## src/rtl/riscv_pkg.sv

```systemverilog
// Shared core definitions: datapath widths and the writeback
// entry carried from the LSU queue to the register file port.
package riscv_pkg;

    localparam int XLEN    = 32;
    localparam int NB_REGS = 5;

    typedef struct packed {
        logic [NB_REGS-1:0] adr;
        logic [XLEN-1:0]    data;
    } wb_entry_t;

endpackage

```

## src/rtl/wb_fifo.sv

```systemverilog
// Small synchronous FIFO of writeback entries; the head is
// registered, so a pushed entry is visible one cycle later.
module wb_fifo
    import riscv_pkg::*;
#(
    parameter int DEPTH = 2,
    localparam int AW   = $clog2(DEPTH)
) (
    input  logic          clk,
    input  logic          reset,
    input  logic          push,
    input  wb_entry_t     din,
    input  logic          pop,
    output wb_entry_t     dout,
    output logic          full,
    output logic          empty,
    output logic [AW:0]   count
);

    localparam logic [AW:0] FULL_CNT = (AW+1)'(DEPTH);

    wb_entry_t         mem [DEPTH];
    logic [AW-1:0]     wr_ptr;
    logic [AW-1:0]     rd_ptr;
    logic [AW:0]       cnt;
    logic              do_push;
    logic              do_pop;

    assign full    = (cnt == FULL_CNT);
    assign empty   = (cnt == '0);
    assign count   = cnt;
    assign dout    = mem[rd_ptr];
    assign do_push = push & ~full;
    assign do_pop  = pop & ~empty;

    // Storage array; contents need no reset since count gates use
    always_ff @(posedge clk) begin
        if (do_push) begin
            mem[wr_ptr] <= din;
        end
    end

    // Pointers and occupancy; reset discards everything queued
    always_ff @(posedge clk) begin
        if (reset) begin
            wr_ptr <= '0;
            rd_ptr <= '0;
            cnt    <= '0;
        end else begin
            if (do_push) begin
                wr_ptr <= wr_ptr + AW'(1);
            end
            if (do_pop) begin
                rd_ptr <= rd_ptr + AW'(1);
            end
            unique case ({do_push, do_pop})
                2'b10:   cnt <= cnt + (AW+1)'(1);
                2'b01:   cnt <= cnt - (AW+1)'(1);
                default: cnt <= cnt;
            endcase
        end
    end

endmodule

```

## src/rtl/wb_arbiter.sv

```systemverilog
// Register-file writeback arbiter: ALU first, LSU results queued
// and drained in idle slots, with a starvation-forced ALU stall.
module wb_arbiter
    import riscv_pkg::*;
#(
    parameter int XLEN       = riscv_pkg::XLEN,
    parameter int NB_REGS    = riscv_pkg::NB_REGS,
    parameter int LSU_DEPTH  = 2,
    parameter int STARVE_MAX = 4
) (
    input  logic               clk,
    input  logic               reset,
    input  logic               alu_valid_i,
    input  logic [NB_REGS-1:0] alu_adr_i,
    input  logic [XLEN-1:0]    alu_data_i,
    output logic               alu_stall_o,
    input  logic               lsu_valid_i,
    output logic               lsu_ready_o,
    input  logic [NB_REGS-1:0] lsu_adr_i,
    input  logic [XLEN-1:0]    lsu_data_i,
    output logic               write_valid_o,
    output logic [NB_REGS-1:0] write_adr_o,
    output logic [XLEN-1:0]    write_data_o,
    input  logic [NB_REGS-1:0] rs1_adr_i,
    input  logic [NB_REGS-1:0] rs2_adr_i,
    output logic               rs1_byp_valid_o,
    output logic [XLEN-1:0]    rs1_byp_data_o,
    output logic               rs2_byp_valid_o,
    output logic [XLEN-1:0]    rs2_byp_data_o
);

    localparam int AW = $clog2(LSU_DEPTH);
    localparam int CW = $clog2(STARVE_MAX + 1);
    localparam logic [CW-1:0] STARVE_LIM = CW'(STARVE_MAX);

    wb_entry_t       head;
    wb_entry_t       lsu_entry;
    wb_entry_t       sel;
    logic            full;
    logic            empty;
    logic [AW:0]     fifo_cnt;
    logic [CW-1:0]   starve_cnt;
    logic            push;
    logic            pop;
    logic            alu_take;
    logic            consumed;

    assign lsu_entry   = '{adr: lsu_adr_i, data: lsu_data_i};
    assign lsu_ready_o = ~full & ~reset;
    assign push        = lsu_valid_i & lsu_ready_o;

    // Stall only makes sense with a head waiting to be written
    assign alu_stall_o = (starve_cnt == STARVE_LIM)
                       & (fifo_cnt != '0) & ~reset;

    assign pop      = ~empty & (alu_stall_o | ~alu_valid_i);
    assign alu_take = alu_valid_i & ~alu_stall_o;
    assign consumed = pop | alu_take;
    assign sel      = pop ? head
                          : '{adr: alu_adr_i, data: alu_data_i};

    wb_fifo #(
        .DEPTH (LSU_DEPTH)
    ) u_fifo (
        .clk   (clk),
        .reset (reset),
        .push  (push),
        .din   (lsu_entry),
        .pop   (pop),
        .dout  (head),
        .full  (full),
        .empty (empty),
        .count (fifo_cnt)
    );

    // Count arbitrations the queued head has lost to the ALU
    always_ff @(posedge clk) begin
        if (reset) begin
            starve_cnt <= '0;
        end else if (pop | empty) begin
            starve_cnt <= '0;
        end else if (alu_take) begin
            starve_cnt <= starve_cnt + CW'(1);
        end
    end

    // Write-stage register; x0 results are consumed but not written
    always_ff @(posedge clk) begin
        if (reset) begin
            write_valid_o <= 1'b0;
            write_adr_o   <= '0;
            write_data_o  <= '0;
        end else begin
            write_valid_o <= consumed & (sel.adr != '0);
            if (consumed) begin
                write_adr_o  <= sel.adr;
                write_data_o <= sel.data;
            end
        end
    end

    // Forward the in-flight write to decode until the RF absorbs it
    always_comb begin
        rs1_byp_valid_o = 1'b0;
        rs1_byp_data_o  = '0;
        rs2_byp_valid_o = 1'b0;
        rs2_byp_data_o  = '0;
        if (write_valid_o && write_adr_o == rs1_adr_i
                && rs1_adr_i != '0) begin
            rs1_byp_valid_o = 1'b1;
            rs1_byp_data_o  = write_data_o;
        end
        if (write_valid_o && write_adr_o == rs2_adr_i
                && rs2_adr_i != '0) begin
            rs2_byp_valid_o = 1'b1;
            rs2_byp_data_o  = write_data_o;
        end
    end

endmodule

```

## config.mk

```make
export PLATFORM = sky130hd
export DESIGN_NAME = wb_arbiter
export DESIGN_NICKNAME = d
export VERILOG_FILES = /design/src/rtl/riscv_pkg.sv /design/src/rtl/wb_fifo.sv /design/src/rtl/wb_arbiter.sv
export SDC_FILE = /design/constraint.sdc
export NUM_CORES = 1
export LEC_CHECK = 0
export CAP_MARGIN = 5
export CORE_UTILIZATION = 40
export CTS_BUF_LIST = sky130_fd_sc_hd__clkbuf_16
export CTS_CLUSTER_DIAMETER = 30
export DETAILED_ROUTE_END_ITERATION = 10
export PLACE_DENSITY = 0.8
export RECOVER_POWER = 25
export SYNTH_ARGS = -nofsm -noshare
export SYNTH_HDL_FRONTEND = slang
export SYNTH_SLANG_ARGS = --single-unit
```

## constraint.sdc

```tcl
create_clock -name clk -period 4.1 [get_ports clk]
set_input_delay 0.82 -clock clk [delete_from_list [all_inputs] [get_ports clk]]
set_output_delay 0.82 -clock clk [all_outputs]
set_load 0.01 [all_outputs]
```

==> flow_metrics.py <==
metrics = {
    "sta": {
        "rsz0062_at_grt": "false",
        "hold_ws_ns": 0.4702,
        "setup_viol": 0,
        "relSlewSlack_pct": 23.37,
        "drv_slew": 0,
        "fmax_mhz": 261.0,
        "finalHoldViolCount": 0,
        "fin_crit_sh_pct": 93.44,
        "layout_setup_ws_ns": 0.2688,
        "skew_ns": 0.006986,
        "min_period_ns": 3.831,
        "worstMarginPinSlew_ns": 1.145,
    },
    "placed_design": {
        "port-buffer-count": 193,
        "dpl_cell_area_um2": 7455,
        "gp_congestion": 0.8327,
        "dp_slack_ns": -0.2117,
        "hpwlAfterDp_um": 8955,
    },
    "detailed_routing": {
        "wl_per_cell_um": 16.62,
        "drtAntennaViolNets": 0,
        "viasPerCell": 4.911,
        "drt_first_pass_iters": 4,
        "drtIter0Drc": 209,
        "drc_errors": 0,
        "vias": 4150,
        "drt-total-wl_um": 14040,
    },
    "power": {
        "internal_power_mw": 2.783,
        "leakagePower_nw": 2.780,
        "peakVddDrop_mv": 0.2726,
        "power.switching_mw": 1.194,
        "power.total_mw": 3.976,
        "p_sw_share_pct": 30.02,
        "seqPwrFrac_pct": 39.4,
        "p_clk_share_pct": 34.7,
        "power.density_nw_per_um2": 489.4,
        "comb_power_share_pct": 25.9,
    },
    "floorplan": {
        "core_area_um2": 13300,
        "die_h_um": 118.8,
        "die_x_um": 118.8,
        "ioPinCount": 194,
        "die_area_um2": 14110,
        "initial_core_util_pct": 41.02,
        "num_rows": 42,
    },
    "flow_run": {
        "drv_cap": 0,
    },
    "cts": {
        "cts_tree": "done",
        "clockBufferDepth": 2,
        "cts_sinks": 120,
        "clk_latency_ns": 0.40,
        "clk_pin_slew_ns": 0.05,
        "holdBufCountCts": 0,
        "ctsRootBufferMaster": "clkbuf_16",
        "h-tree-depth": 4,
        "cts_buffers": 17,
    },
    "cells_and_area": {
        "final_nets": 746,
        "layout-drive-gt1-share_pct": 12.87,
        "final_common_cell": "clkdlybuf4s50_1",
        "n_fill_cell": 1034,
        "syn_to_final_growth_pct": 48.98,
        "postLayoutCellArea_um2": 8125,
        "layout_common_cells": "clkdlybuf4s50_1, edfxtp_1, and2_1",
    },
    "synthesis": {
        "syn_nets": 550,
        "syn_avg_cell_area_um2": 11.88,
        "yosys_register_bits": 120,
        "muxShareOfSynthArea_pct": 6.791,
        "ys_seq_area_share_pct": 57.63,
        "synthArstFlopShare_pct": 0,
        "netlist_area_um2": 5454,
        "synth-main-ff-cell": "edfxtp_1",
        "ys_types": 41,
        "synthSimpleGateAreaFrac_pct": 16.33,
        "synth_xor_area_share_pct": 2.088,
        "synthAdderAreaFrac_pct": 0.6882,
        "netlist_instances": 459,
        "synth-edff-count": 74,
        "synth_top_family_by_area": "simple AND/OR/NAND/NOR gates",
        "synth_compound_area_share_pct": 12.04,
        "yosys_warnings": 0,
    },
    "grt": {
        "antenna_found_initial": 1,
        "grt.total_usage_pct": 20.45,
        "grt_pass1_wl_um": 21820,
        "grt_pass1_vias": 4299,
        "grt_overflow": 0,
        "grt_max_degree": 41,
    },
    "run_status": {
        "outcome": "complete, no violations",
    },
    "setup_path": {
        "start_kind": "input port",
        "crit_chain": "clkdlybuf4s50_1, o41ai_2, a211oi_4, buf_4, and2_1, clkdlybuf4s50_1",
        "critPathKind": "input port to output port",
        "crit_path_frequent_cell": "clkdlybuf4s50_1",
        "end_kind": "output port",
        "crit_slowest_cell": "o41ai_2",
        "arrival_ns": 3.01,
        "cp.required_ns": 3.28,
        "crit_fanout": 13,
        "cpPeakStageDelay_ns": 0.71,
    },
    "worst_hold_path": {
        "hold_class": "register to register",
    },
}
-- power groups by stage --
| stage | Combinational [mW] | Clock (mW) | Sequential [mW] |
|---|---|---|---|
| floorplan | 0.735 | 0 | 1.57 |
| global placement | 0.987 | 0 | 1.58 |
| detailed placement | 1.01 | 0 | 1.59 |
| CTS | 1.05 | 1.40 | 1.57 |
| global route | 1.12 | 1.45 | 1.59 |
| finish | 1.03 | 1.38 | 1.57 |
-- kinds of logic after synthesis --
logic type,Yosys count
buffers and inverters,36
AOI/OAI and AO/OA,82
xor gates and xnor gates,13
muxes,37
adders and majority gates,3
DFF,120
and+or+nand+nor,168
-- cells in the mapped netlist, types with 3 or more instances --
| master | instances | share of area, % |
|---|---|---|
| a21oi_1 | 23 | 2.1 |
| a21oi_2 | 11 | 1.8 |
| a32o_1 | 5 | 0.92 |
| and2_1 | 64 | 7.3 |
| buf_2 | 9 | 0.83 |
| buf_4 | 4 | 0.55 |
| buf_6 | 7 | 1.4 |
| clkbuf_1 | 5 | 0.34 |
| clkbuf_2 | 4 | 0.37 |
| dfxtp_1 | 46 | 17 |
| edfxtp_1 | 74 | 41 |
| ha_1 | 3 | 0.69 |
| inv_1 | 5 | 0.34 |
| mux2i_1 | 37 | 6.8 |
| nand2_1 | 63 | 4.3 |
| nand2_2 | 10 | 1.1 |
| nand3_1 | 3 | 0.28 |
| nor2_1 | 12 | 0.83 |
| nor4_1 | 3 | 0.34 |
| o211ai_1 | 23 | 3.2 |
| o211ai_2 | 10 | 2.3 |
| or2_2 | 3 | 0.34 |
| xnor2_1 | 12 | 1.9 |
-- state kept, by name, summed over array words and instances (netlist names), named ones only --
| register | flops |
|---|---|
| write_data_o | 32 |
| starve_cnt | 3 |
| u_fifo.rd_ptr | 1 |
| u_fifo.wr_ptr | 1 |
| write_adr_o | 5 |
| write_valid_o | 1 |
| u_fifo.mem | 74 |
| u_fifo.count | 2 |
-- stage by stage --
stage	util, %	setup TNS [ns]	cells
after detailed placement	56.07	-9.981	803
after global placement	56.07	-1.948	803
after floorplan	-	0	459
after global routing	61.10	0	844
after CTS	60.99	0	842
final	61.11	0	845
-- per-layer routing --
metal	up-vias	wire length (um)	GRT usage [%]
met2	170	7252	36.73
met5	-	0	0
met1	1942	5740	23.13
li1	2019	-	-
met3	19	786	4.778
met4	0	262	8.544
-- critical path, delay by kind of cell --
kind	cells	cell delay [ns]
AOI/OAI and AO/OA	2	0.84
buffers and inverters	3	1.17
and+or+nand+nor	1	0.17
-- final timing paths --
kind                   startpoint                 end  slack (ns)  cells past startpoint
setup / recovery     rs1_adr_i[1]  rs1_byp_data_o[22]        0.27                      6
hold / removal      starve_cnt[0]       starve_cnt[0]        0.47                      1
hold reg to reg     starve_cnt[0]       starve_cnt[0]        0.47                      1
setup reg to reg  u_fifo.count[0]     write_data_o[9]        1.99                      5
-- what timing repair did --
action / CTS / global route
pin swaps: 3 / 1
gates resized for setup: 4 / 0
endpoints found under the setup margin: 66 / 15
cloned: 2 / 0
buffers inserted: 5 / 2
-- layout make-up --
type	count	area, um2	area share, %
antenna	1	2.502	0.03080
multi-input combinational	305	2155	26.52
sequential	120	3144	38.70
timing repair buffer	206	2036	25.05
inverter	5	18.77	0.2310
tap	176	220.2	2.710
clock inverter	15	123.9	1.524
clock buffer	17	425.4	5.236
Power figures use the tool's default switching activity.
